### src/rtl/quadrature_decoder_if.sv
// quadrature_decoder_if: encoder inputs, control and decoded event outputs of the quadrature decoder.
interface quadrature_decoder_if;
   logic a_i;
   logic b_i;
   logic en_i;
   logic clr_err_i;
   logic ce_o;
   logic up_o;
   logic err_o;
   logic err_sticky_o;
   modport master (
      output a_i, b_i, en_i, clr_err_i,
      input  ce_o, up_o, err_o, err_sticky_o
   );
   modport slave (
      input  a_i, b_i, en_i, clr_err_i,
      output ce_o, up_o, err_o, err_sticky_o
   );
endinterface

### src/rtl/quadrature_decoder.sv
// quadrature_decoder: synchronizes and glitch-filters encoder A/B, emits count-enable/direction and illegal-step errors.
module quadrature_decoder #(
   parameter int SYNC_STAGES = 2,
   parameter int FILTER_LEN  = 4
) (
   input logic                 clk_i,
   input logic                 rst_ni,
   quadrature_decoder_if.slave bus
);
   localparam int CW = $clog2(FILTER_LEN + 1);
   localparam int IW = $clog2(SYNC_STAGES + 1);
   typedef enum logic {INIT, RUN} state_t;
   state_t                 state_q, state_d;
   logic [IW-1:0]          init_q, init_d;
   logic [SYNC_STAGES-1:0] sync_q [2];
   logic [CW-1:0]          cnt_q [2];
   logic [CW-1:0]          cnt_d [2];
   logic [1:0]             raw, s, f_q, f_d, p_q, p_d;
   logic                   run, step_up, step_dn, step_both;
   logic                   ce_q, up_q, err_q, sticky_q, ce_d, up_d, err_d;
   // Channel index 1 is A, index 0 is B, so {a,b} codes compare directly.
   assign raw = {bus.a_i, bus.b_i};
   assign s   = {sync_q[1][SYNC_STAGES-1], sync_q[0][SYNC_STAGES-1]};
   assign run = state_q == RUN;
   always_comb begin
      state_d = state_q;
      init_d  = init_q;
      if (state_q == INIT) begin
         init_d  = (init_q == IW'(SYNC_STAGES)) ? init_q : init_q + IW'(1);
         state_d = (init_q == IW'(SYNC_STAGES)) ? RUN : INIT;
      end
   end
   always_comb begin
      f_d = run ? f_q : s;
      p_d = run ? f_q : s;
      for (int i = 0; i < 2; i++) begin
         cnt_d[i] = '0;
         if (run && s[i] != f_q[i]) begin
            if (cnt_q[i] == CW'(FILTER_LEN - 1))
               f_d[i] = s[i];
            else
               cnt_d[i] = cnt_q[i] + CW'(1);
         end
      end
   end
   // Up order 00->10->11->01 is a gray sequence: next = {~b, a}; down is {b, ~a}.
   assign step_up   = f_q == {~p_q[0], p_q[1]};
   assign step_dn   = f_q == {p_q[0], ~p_q[1]};
   assign step_both = f_q == ~p_q;
   assign ce_d  = run & bus.en_i & (step_up | step_dn);
   assign err_d = run & bus.en_i & step_both;
   assign up_d  = (run & step_up) ? 1'b1 : (run & step_dn) ? 1'b0 : up_q;
   always_ff @(posedge clk_i or negedge rst_ni) begin
      if (!rst_ni) begin
         state_q  <= INIT;
         init_q   <= '0;
         for (int i = 0; i < 2; i++) begin
            sync_q[i] <= '0;
            cnt_q[i]  <= '0;
         end
         f_q      <= '0;
         p_q      <= '0;
         ce_q     <= 1'b0;
         up_q     <= 1'b1;
         err_q    <= 1'b0;
         sticky_q <= 1'b0;
      end else begin
         state_q  <= state_d;
         init_q   <= init_d;
         for (int i = 0; i < 2; i++) begin
            sync_q[i] <= {sync_q[i][SYNC_STAGES-2:0], raw[i]};
            cnt_q[i]  <= cnt_d[i];
         end
         f_q      <= f_d;
         p_q      <= p_d;
         ce_q     <= ce_d;
         up_q     <= up_d;
         err_q    <= err_d;
         sticky_q <= err_q | (sticky_q & ~bus.clr_err_i);
      end
   end
   assign bus.ce_o         = ce_q;
   assign bus.up_o         = up_q;
   assign bus.err_o        = err_q;
   assign bus.err_sticky_o = sticky_q;
endmodule

### src/flat_wrapper.sv
// flat-port wrapper written by rule: the top's interface ports become plain ports
module quadrature_decoder_flat 
#(
   parameter int SYNC_STAGES = 2,
   parameter int FILTER_LEN  = 4
)
  (clk_i, rst_ni, bus_a_i, bus_b_i, bus_en_i, bus_clr_err_i, bus_ce_o, bus_up_o, bus_err_o, bus_err_sticky_o);
  quadrature_decoder_if bus_i ();
  input logic clk_i;
  input logic rst_ni;
  input wire logic [$bits(bus_i.a_i)-1:0] bus_a_i;
  input wire logic [$bits(bus_i.b_i)-1:0] bus_b_i;
  input wire logic [$bits(bus_i.en_i)-1:0] bus_en_i;
  input wire logic [$bits(bus_i.clr_err_i)-1:0] bus_clr_err_i;
  output wire logic [$bits(bus_i.ce_o)-1:0] bus_ce_o;
  output wire logic [$bits(bus_i.up_o)-1:0] bus_up_o;
  output wire logic [$bits(bus_i.err_o)-1:0] bus_err_o;
  output wire logic [$bits(bus_i.err_sticky_o)-1:0] bus_err_sticky_o;
  assign bus_i.a_i = bus_a_i;
  assign bus_i.b_i = bus_b_i;
  assign bus_i.en_i = bus_en_i;
  assign bus_i.clr_err_i = bus_clr_err_i;
  assign bus_ce_o = bus_i.ce_o;
  assign bus_up_o = bus_i.up_o;
  assign bus_err_o = bus_i.err_o;
  assign bus_err_sticky_o = bus_i.err_sticky_o;
  quadrature_decoder #(.SYNC_STAGES(SYNC_STAGES), .FILTER_LEN(FILTER_LEN)) u_core (.clk_i(clk_i), .rst_ni(rst_ni), .bus(bus_i));
endmodule
### config.mk
export PLATFORM = sky130hd
export DESIGN_NAME = quadrature_decoder_flat
export DESIGN_NICKNAME = d
export VERILOG_FILES = /design/src/rtl/quadrature_decoder_if.sv /design/src/rtl/quadrature_decoder.sv /design/src/flat_wrapper.sv
export SDC_FILE = /design/constraint.sdc
export NUM_CORES = 1
export LEC_CHECK = 0
export CAP_MARGIN = 20
export CELL_PAD_IN_SITES_DETAIL_PLACEMENT = 1
export CELL_PAD_IN_SITES_GLOBAL_PLACEMENT = 1
export CORE_ASPECT_RATIO = 0.9
export CORE_MARGIN = 5
export CORE_UTILIZATION = 45
export CTS_BUF_LIST = sky130_fd_sc_hd__clkbuf_8
export DETAILED_ROUTE_END_ITERATION = 12
export PLACE_DENSITY_LB_ADDON = 0.15
export SYNTH_ARGS = -nofsm -noshare
export SYNTH_HDL_FRONTEND = slang
export SYNTH_SLANG_ARGS = --single-unit
### constraint.sdc
create_clock -name clk_i -period 1.7 [get_ports clk_i]
set_input_delay 0.34 -clock clk_i [delete_from_list [all_inputs] [get_ports clk_i]]
set_output_delay 0.34 -clock clk_i [all_outputs]
set_load 0.1 [all_outputs]
=== Word-level counts from Yosys, hierarchy flattened ===
Cells that the tools add are included.

* Add/sub/neg operators: 3
* Eq/ne operators: 8
* Muxes and demuxes: 13
* Bitwise logic cells: 14
* Reduce and logical (&&, ||, !) cells: 4

{| class="wikitable"
|+ Operator list
! operator !! number
|-
| two-way mux 3 bit || 4
|-
| two-way mux 1 bit || 8
|-
| adder 3 x 1 -> 3 bit (second input constant) || 2
|-
| AND 1 bit || 6
|-
| equality test 2 bit || 3
|-
| equality test 3 x 2 -> 1 bit (second input constant) || 2
|-
| NOT 1 bit || 5
|-
| adder 2 x 1 -> 2 bit (second input constant) || 1
|-
| equality test 2 bit (second input constant) || 1
|-
| logical AND 1 bit || 2
|-
| two-way mux 2 bit || 1
|-
| != test 1 bit || 2
|-
| NOT 2 bit || 1
|-
| bitwise OR 1 bit || 2
|-
| AND reduction 2 bit || 1
|-
| nonzero test 2 bit || 1
|}

* Register bits: 21
* Input bits: 6
* Logic and storage cells: 54

=== Longest topological paths before layout ===
Gate-level depths: netlist of run 1.

* Depth in word-level cells: 5
* Depth in mapped cells: 5
* Mapped depth without buffers: 5

=== Worst setup path before layout of run 1 ===
No wires, ideal clock.

* Path kind: reg2reg
* Start: register u_core.cnt_q[3] in the netlist's numbering
* End: register u_core.f_q[0]
* Setup time: 0.125 ns
* Arrival time: 1.161 ns
* Required time: 1.575 ns
* Setup slack: 0.414 ns
* Stages on the path, launching flop included: 5
* Path buffers: 0
* Clock period less this slack: 1.286 ns
* Cells stage by stage: dfrtp_1 ha_1 and2b_1 nor2_1 mux2_2

* Longest elaborated chain between the ends: 3

{| class="wikitable"
|+ RTL lines
! what !! RTL line !! source
|-
| start, declared || quadrature_decoder.sv:16 || <nowiki>logic [CW-1:0] cnt_q [2];</nowiki>
|-
| start signal, assigned by index || quadrature_decoder.sv:72 || <nowiki>cnt_q[i] <= cnt_d[i];</nowiki>
|-
| equality test 3 x 2 -> 1 bit || quadrature_decoder.sv:39 || <nowiki>if (cnt_q[i] == CW'(FILTER_LEN - 1))</nowiki>
|-
| two-way mux 1 bit || quadrature_decoder.sv:39 ||
|-
| two-way mux 1 bit || quadrature_decoder.sv:38 || <nowiki>if (run && s[i] != f_q[i]) begin</nowiki>
|-
| via u_core.f_d[0] || quadrature_decoder.sv:18 || <nowiki>logic [1:0] raw, s, f_q, f_d, p_q, p_d;</nowiki>
|-
| end signal, assigned || quadrature_decoder.sv:61 || <nowiki>f_q <= '0;</nowiki>
|-
| end signal, assigned || quadrature_decoder.sv:74 || <nowiki>f_q <= f_d;</nowiki>
|-
| end, declared || quadrature_decoder.sv:18 ||
|}

The timed path passes the listed nets, and every way through them passes these cells.
A chain may end at the register's enable or synchronous reset.

=== Final worst setup path of run 1 ===
Same ends and word-level chain as after synthesis.

==> flow_metrics.env, run 1 <==
export IMPL_run_status="finished clean"
export IMPL_dr_pass1_iters=1
export IMPL_antenna_left=0
export IMPL_post_cts_repair_setup_buffers=0
export IMPL_syn_avg_cell_area_um2=13.0
export IMPL_setup_violations_final=0
export IMPL_place_ws_ps=358
export IMPL_combinationalPowerShare_pct=44.2
export IMPL_crit_start="u_core.cnt_q[3]"
export IMPL_cts_tree="done"
export IMPL_antenna_found_initial=0
export IMPL_setup_tns_final_ps=0
export IMPL_wire_per_inst_um=14.0
export IMPL_cp_start_kind="register"
export IMPL_crit_fanout=2
export IMPL_cts_root_buf="clkbuf_8"
export IMPL_first_global_vias=560
export IMPL_rr_worst_depth=4
export IMPL_hold_class="reg2reg"
export IMPL_final_setup_worst_slack_ps=346
export IMPL_top_usage_layer="met2"
export IMPL_start_util_pct=48.4
export IMPL_htree_levels=1
export IMPL_cts_hold_buf=0
export IMPL_clockPowerShare_pct=16.4
export IMPL_area_growth_pct=26.4
export IMPL_grt_use_met3_pct=2.82
export IMPL_via_per_inst=4.80
export IMPL_worstHoldPathCells=0
export IMPL_ioPinCount=10
export IMPL_rows=14
export IMPL_syn_nets=73
export IMPL_dieHeight_um=50.8
export IMPL_grt_pass1_wl_mm=2.62
export IMPL_period_needed_ps=1350
export IMPL_yosysSeqAreaShare_pct=63.4
export IMPL_synth_area_um2=831
export IMPL_fin_skew_ps=3.20
export IMPL_rr_startpoint="u_core.cnt_q[3]"
export IMPL_fin_crit_sh_pct=79.6
export IMPL_maxCapViolations=0
export IMPL_p_leak_nw=0.498
export IMPL_cp_required_ps=1840
export IMPL_critPathKind="reg2reg"
export IMPL_grt_util_all_layers_pct=12.5
export IMPL_cts_clk_slew_worst_paths_ps=70
export IMPL_dieArea_um2=2810
export IMPL_r2r_end="u_core.f_q[0]"
export IMPL_vdd_ir_drop_max_v=0.00112
export IMPL_end_kind="register"
export IMPL_syn_inst=64
export IMPL_r2r_slack_ps=350
export IMPL_rsz0062_at_grt="no"
export IMPL_vias=485
export IMPL_timing_slew_headroom_pct=70.9
export IMPL_grt_max_degree=15
export IMPL_report_power_total_mw=1.95
export IMPL_gr_usage_met2_pct=20.9
export IMPL_p_int_mw=1.17
export IMPL_cts_num_sinks=21
export IMPL_nFillCells=186
export IMPL_drive_gt1_share_pct=22.1
export IMPL_numPortBuffers=9
export IMPL_dpl_hpwl_mm=1.09
export IMPL_worstMarginPinSlew_ps=436
export IMPL_die_w_um=55.3
export IMPL_use_met1_pct=15.0
export IMPL_worstPathArrival_ps=1500
export IMPL_hold_ws_ps=360
export IMPL_swShare_pct=40.0
export IMPL_slew_viol_final=0
export IMPL_globalplace_congestion=0.670
export IMPL_seqPwrFrac_pct=39.4
export IMPL_post_route_drc_count=0
export IMPL_yosysUniqueCellTypes=21
export IMPL_hold_violations=0
export IMPL_insertion_delay_ps=260
export IMPL_antenna_cells=0
export IMPL_cts_max_path_buffers=2
export IMPL_power_switching_uw=780
export IMPL_totalWireLength_mm=1.42
export IMPL_yosysWarnings=0
export IMPL_power_density_nw_per_um2=1860
export IMPL_core_um2=1720
export IMPL_nets=87
export IMPL_fmax_ghz=0.739
export IMPL_cp_endpoint="u_core.f_q[0]"
export IMPL_overflow=0
export IMPL_ctsResizeCount=0
export IMPL_cts_inserted_buffers=3
export IMPL_drtIter0Drc=0
export IMPL_synth_seq_cells=21
==> logic make-up (layout without fill, tap and decap cells) <==
group | after synthesis | in the layout | synth area share, %
buf+inv | 6 | 19 | 3.16
fa+ha+maj | 3 | 3 | 4.52
flops | 21 | 21 | 63.4
simple gates | 17 | 17 | 11.7
mux | 4 | 4 | 5.42
compound gates | 5 | 5 | 3.31
xor+xnor | 8 | 8 | 8.43
==> synthesized netlist by cell type <==
library cell	n	area share (%)
a21o_1	1	0.90
a21oi_1	3	1.8
and2b_1	1	0.90
and3_2	1	0.90
and4b_1	1	1.2
buf_4	1	0.90
dfrtp_1	20	60
dfstp_2	1	3.2
ha_1	3	4.5
inv_1	5	2.3
mux2_2	4	5.4
nand2_1	3	1.4
nand2b_1	1	0.75
nand3_1	1	0.60
nor2_1	6	2.7
nor3_1	1	0.60
nor3_2	1	1.2
nor3b_2	1	1.5
o21ai_0	1	0.60
xnor2_1	4	4.2
xor2_1	4	4.2
==> worst min path at each step <==
stage	start	endpoint
6_report	u_core.sync_q[0]	u_core.s[1]
3_3_place_gp	u_core.sync_q[2]	u_core.s[0]
3_5_place_dp	u_core.sync_q[0]	u_core.s[1]
4_1_cts	u_core.sync_q[0]	u_core.s[1]
2_1_floorplan	rst_ni	u_core.bus.ce_o
5_1_grt	u_core.sync_q[0]	u_core.s[1]
==> metrics by stage <==
step | area (um2) | utilization (%) | std cells
2_1_floorplan | 831 | - | 64
3_3_place_gp | 1000 | 58.5 | 97
3_5_place_dp | 1000 | 58.5 | 97
4_1_cts | 1050 | 61.2 | 101
5_1_grt | 1050 | 61.2 | 101
6_report | 1050 | 61.2 | 101
==> routing by layer <==
metal	part of all wire, %	routed length, um
met1	46	656
met2	50	705
met3	3.3	47
met5	0	0
met4	0.56	8
==> state kept, by name, summed over array words and instances (netlist names) <==
signal / count
u_core.bus.err_o: 1
u_core.s: 2
u_core.bus.up_o: 1
u_core.f_q: 2
u_core.sync_q: 2
u_core.run: 1
u_core.init_q: 2
u_core.bus.ce_o: 1
u_core.p_q: 2
u_core.cnt_q: 6
u_core.bus.err_sticky_o: 1
==> power groups by stage <==
stage	Sequential [mW]	Combinational (mW)	Clock, mW
after detailed placement	0.776	0.867	0
after global placement	0.770	0.821	0
after floorplan	1.00	0.341	0
after CTS	0.772	0.877	0.329
after global routing	0.787	0.933	0.356
final	0.768	0.862	0.319
==> cells in the final DEF, fill, tap and decap left out <==
cell type / n
a21o_1: 1
ha_1: 3
nand2_1: 3
clkbuf_8: 3
and2b_1: 1
buf_12: 5
nand3_1: 1
inv_1: 5
clkinv_2: 1
nor3b_2: 1
clkdlybuf4s50_1: 5
xnor2_1: 4
dfrtp_1: 20
nor2_1: 6
nor3_2: 1
xor2_1: 4
mux2_2: 4
o21ai_0: 1
dfstp_2: 1
a21oi_1: 3
and3_2: 1
and4b_1: 1
nor3_1: 1
nand2b_1: 1
==> worst max-delay path, cell delays in order (launching register included) <==
cell and delay [ps]:
dfrtp_1 400, ha_1 220, and2b_1 180, nor2_1 110, mux2_2 330
==> area by class of cell <==
| type | count | area (um2) | area share (%) |
|---|---|---|---|
| Sequential cell | 21 | 527 | 50.2 |
| Multi-Input combinational cell | 37 | 278 | 26.5 |
| Timing Repair Buffer | 10 | 150 | 14.3 |
| Clock buffer | 3 | 41.3 | 3.93 |
| Tap cell | 24 | 30.0 | 2.86 |
| Inverter | 5 | 18.8 | 1.79 |
| Clock inverter | 1 | 5.00 | 0.477 |
Power figures use the tool's default switching activity.
==> run 2: changes to the inputs <==
Clock period 1.7 ns to 1.32 ns, I/O delays scaled along.
==> run 2 against run 1 <==
Against the previous run:
- critical endpoint unchanged
- largest cell class unchanged
- routed wire length rose by 9.9%
- combinational power rose by 32%
- via count rose by 5.6%
- global-route usage rose by 0.22 points
- register-to-register slack got worse by 330 ps
- total power rose by 31%
- highest routed layer unchanged
- maximum frequency rose by 4.0%
- critical path depth did not move
- final cell count rose by 5.9%
- clock power rose by 30%
- first-iteration DRC count rose by 1
- sequential power rose by 30%
==> flow_metrics.env, run 2 (same netlist as run 1, synthesis figures left out) <==
export IMPL_final_setup_worst_slack_ps=19.0
export IMPL_cpMaxStageDelayCell="dfrtp_1"
export IMPL_rr_startpoint="u_core.cnt_q[3]"
export IMPL_antenna_found_initial=0
export IMPL_cts_inserted_buffers=3
export IMPL_totalWireLength_mm=1.56
export IMPL_via_per_inst=4.79
export IMPL_seqPwrFrac_pct=39.0
export IMPL_combinationalPowerShare_pct=44.7
export IMPL_rows=14
export IMPL_r2r_slack_ps=20
export IMPL_die_w_um=55.3
export IMPL_vias=512
export IMPL_final_cell_mix="dfrtp_1 (20), buf_4 (7), inv_1 (5), nor2_1 (5), clkdlybuf4s50_1 (5)"
export IMPL_core_um2=1720
export IMPL_cp_buffers_inverters=0
export IMPL_fin_util_pct=63.6
export IMPL_crit_family="flip-flops"
export IMPL_post_route_drc_count=0
export IMPL_fin_skew_ps=1.89
export IMPL_slew_viol_final=0
export IMPL_clockPowerShare_pct=16.3
export IMPL_r2r_end="u_core.f_q[0]"
export IMPL_grt_max_degree=22
export IMPL_drive_gt1_share_pct=30.1
export IMPL_cp_start_kind="register"
export IMPL_hold_violations=0
export IMPL_post_place_cells=100
export IMPL_worstPathArrival_ps=1450
export IMPL_rsz0062_at_grt="yes"
export IMPL_first_global_vias=581
export IMPL_cts_num_sinks=21
export IMPL_place_ws_ps=-23.7
export IMPL_start_util_pct=48.4
export IMPL_vdd_ir_drop_max_v=0.00144
export IMPL_period_needed_ps=1300
export IMPL_power_switching_mw=1.01
export IMPL_nFillCells=189
export IMPL_hold_ws_ps=352
export IMPL_swShare_pct=39.4
export IMPL_wire_per_inst_um=14.6
export IMPL_cpPeakStageDelay_ps=390
export IMPL_p_leak_nw=0.527
export IMPL_rr_worst_depth=4
export IMPL_cts_clk_slew_worst_paths_ps=80
export IMPL_end_kind="register"
export IMPL_drtIter0Drc=1
export IMPL_ioPinCount=10
export IMPL_dieHeight_um=50.8
export IMPL_grt_util_all_layers_pct=12.7
export IMPL_htree_levels=1
export IMPL_final_common_cell="dfrtp_1"
export IMPL_maxCapViolations=0
export IMPL_run_status="finished clean"
export IMPL_critPathKind="reg2reg"
export IMPL_design_area_um2=1090
export IMPL_overflow=0
export IMPL_hold_class="in2async"
export IMPL_globalplace_congestion=0.646
export IMPL_fmax_ghz=0.769
export IMPL_cts_root_buf="clkbuf_8"
export IMPL_top_register="u_core.cnt_q"
export IMPL_antenna_cells=0
export IMPL_cts_hold_buf=0
export IMPL_antenna_left=0
export IMPL_layoutNonFillerInstCount=107
export IMPL_numPortBuffers=9
export IMPL_worstMarginPinSlew_ps=296
export IMPL_timing_slew_headroom_pct=80.2
export IMPL_grt_pass1_wl_mm=2.68
export IMPL_worstPathCellList="ha_2 > and2b_1 > nor2_2 > mux2_4"
export IMPL_setup_violations_final=0
export IMPL_cts_max_path_buffers=2
export IMPL_crit_fanout=2
export IMPL_largest_reg_flops=6
export IMPL_cts_tree="done"
export IMPL_p_int_mw=1.55
export IMPL_area_growth_pct=31.3
export IMPL_placed_area_um2=1010
export IMPL_nets=93
export IMPL_power_density_nw_per_um2=2340
export IMPL_dr_pass1_iters=2
export IMPL_dpl_hpwl_mm=1.09
export IMPL_fin_crit_sh_pct=98.6
export IMPL_dieArea_um2=2810
export IMPL_insertion_delay_ps=260
export IMPL_cp_required_ps=1460
export IMPL_report_power_total_mw=2.55
export IMPL_setup_tns_final_ps=0
==> run 2: cell types whose count changed in the layout (fill, tap and decap cells not counted), sizes merged <==
| cell | before | now |
|---|---|---|
| buf | 5 | 11 |
==> run 2: layer usage <==
metal	global-route usage (%)	vias up	share of wire [%]
met5	0	-	0
met4	7.29	0	0.51
met3	2.82	2	3.3
met2	21.9	8	49
met1	14.8	258	47
li1	-	244	-
==> run 2: how the worst max path moves through the flow <==
stage / startpoint / to / depth (start not counted)
after global placement: u_core.cnt_q[3] / u_core.f_q[0] / 4
after floorplan: u_core.cnt_q[3] / u_core.f_q[0] / 4
after detailed placement: u_core.cnt_q[3] / u_core.f_q[0] / 4
after global routing: u_core.cnt_q[3] / u_core.f_q[0] / 4
after CTS: u_core.cnt_q[3] / u_core.f_q[0] / 4
final: u_core.cnt_q[3] / u_core.f_q[0] / 4
==> run 2: cell type report <==
type,count,area [um2],share of cell area (%)
flip-flops and latches,21,527,48.3
clock inverters,1,5.00,0.459
multi-input cells,37,287,26.3
clock buffers,3,41.3,3.78
repair buffers,16,183,16.7
inverters,5,18.8,1.72
well taps,24,30.0,2.75
==> run 2: power by group through the flow <==
stage / Combinational [mW] / Sequential (mW) / Clock, mW
floorplan: 0.439 / 1.29 / 0
global placement: 1.06 / 0.991 / 0
detailed placement: 1.08 / 1.01 / 0
CTS: 1.12 / 0.998 / 0.427
global route: 1.23 / 1.02 / 0.462
finish: 1.14 / 0.996 / 0.416
==> run 2: what timing repair did <==
| item | CTS | global route |
|---|---|---|
| resized for setup | 3 | 0 |
| buffers inserted | 1 | 2 |
| pin swaps | 1 | 2 |
| endpoints found under the setup margin | 1 | 1 |
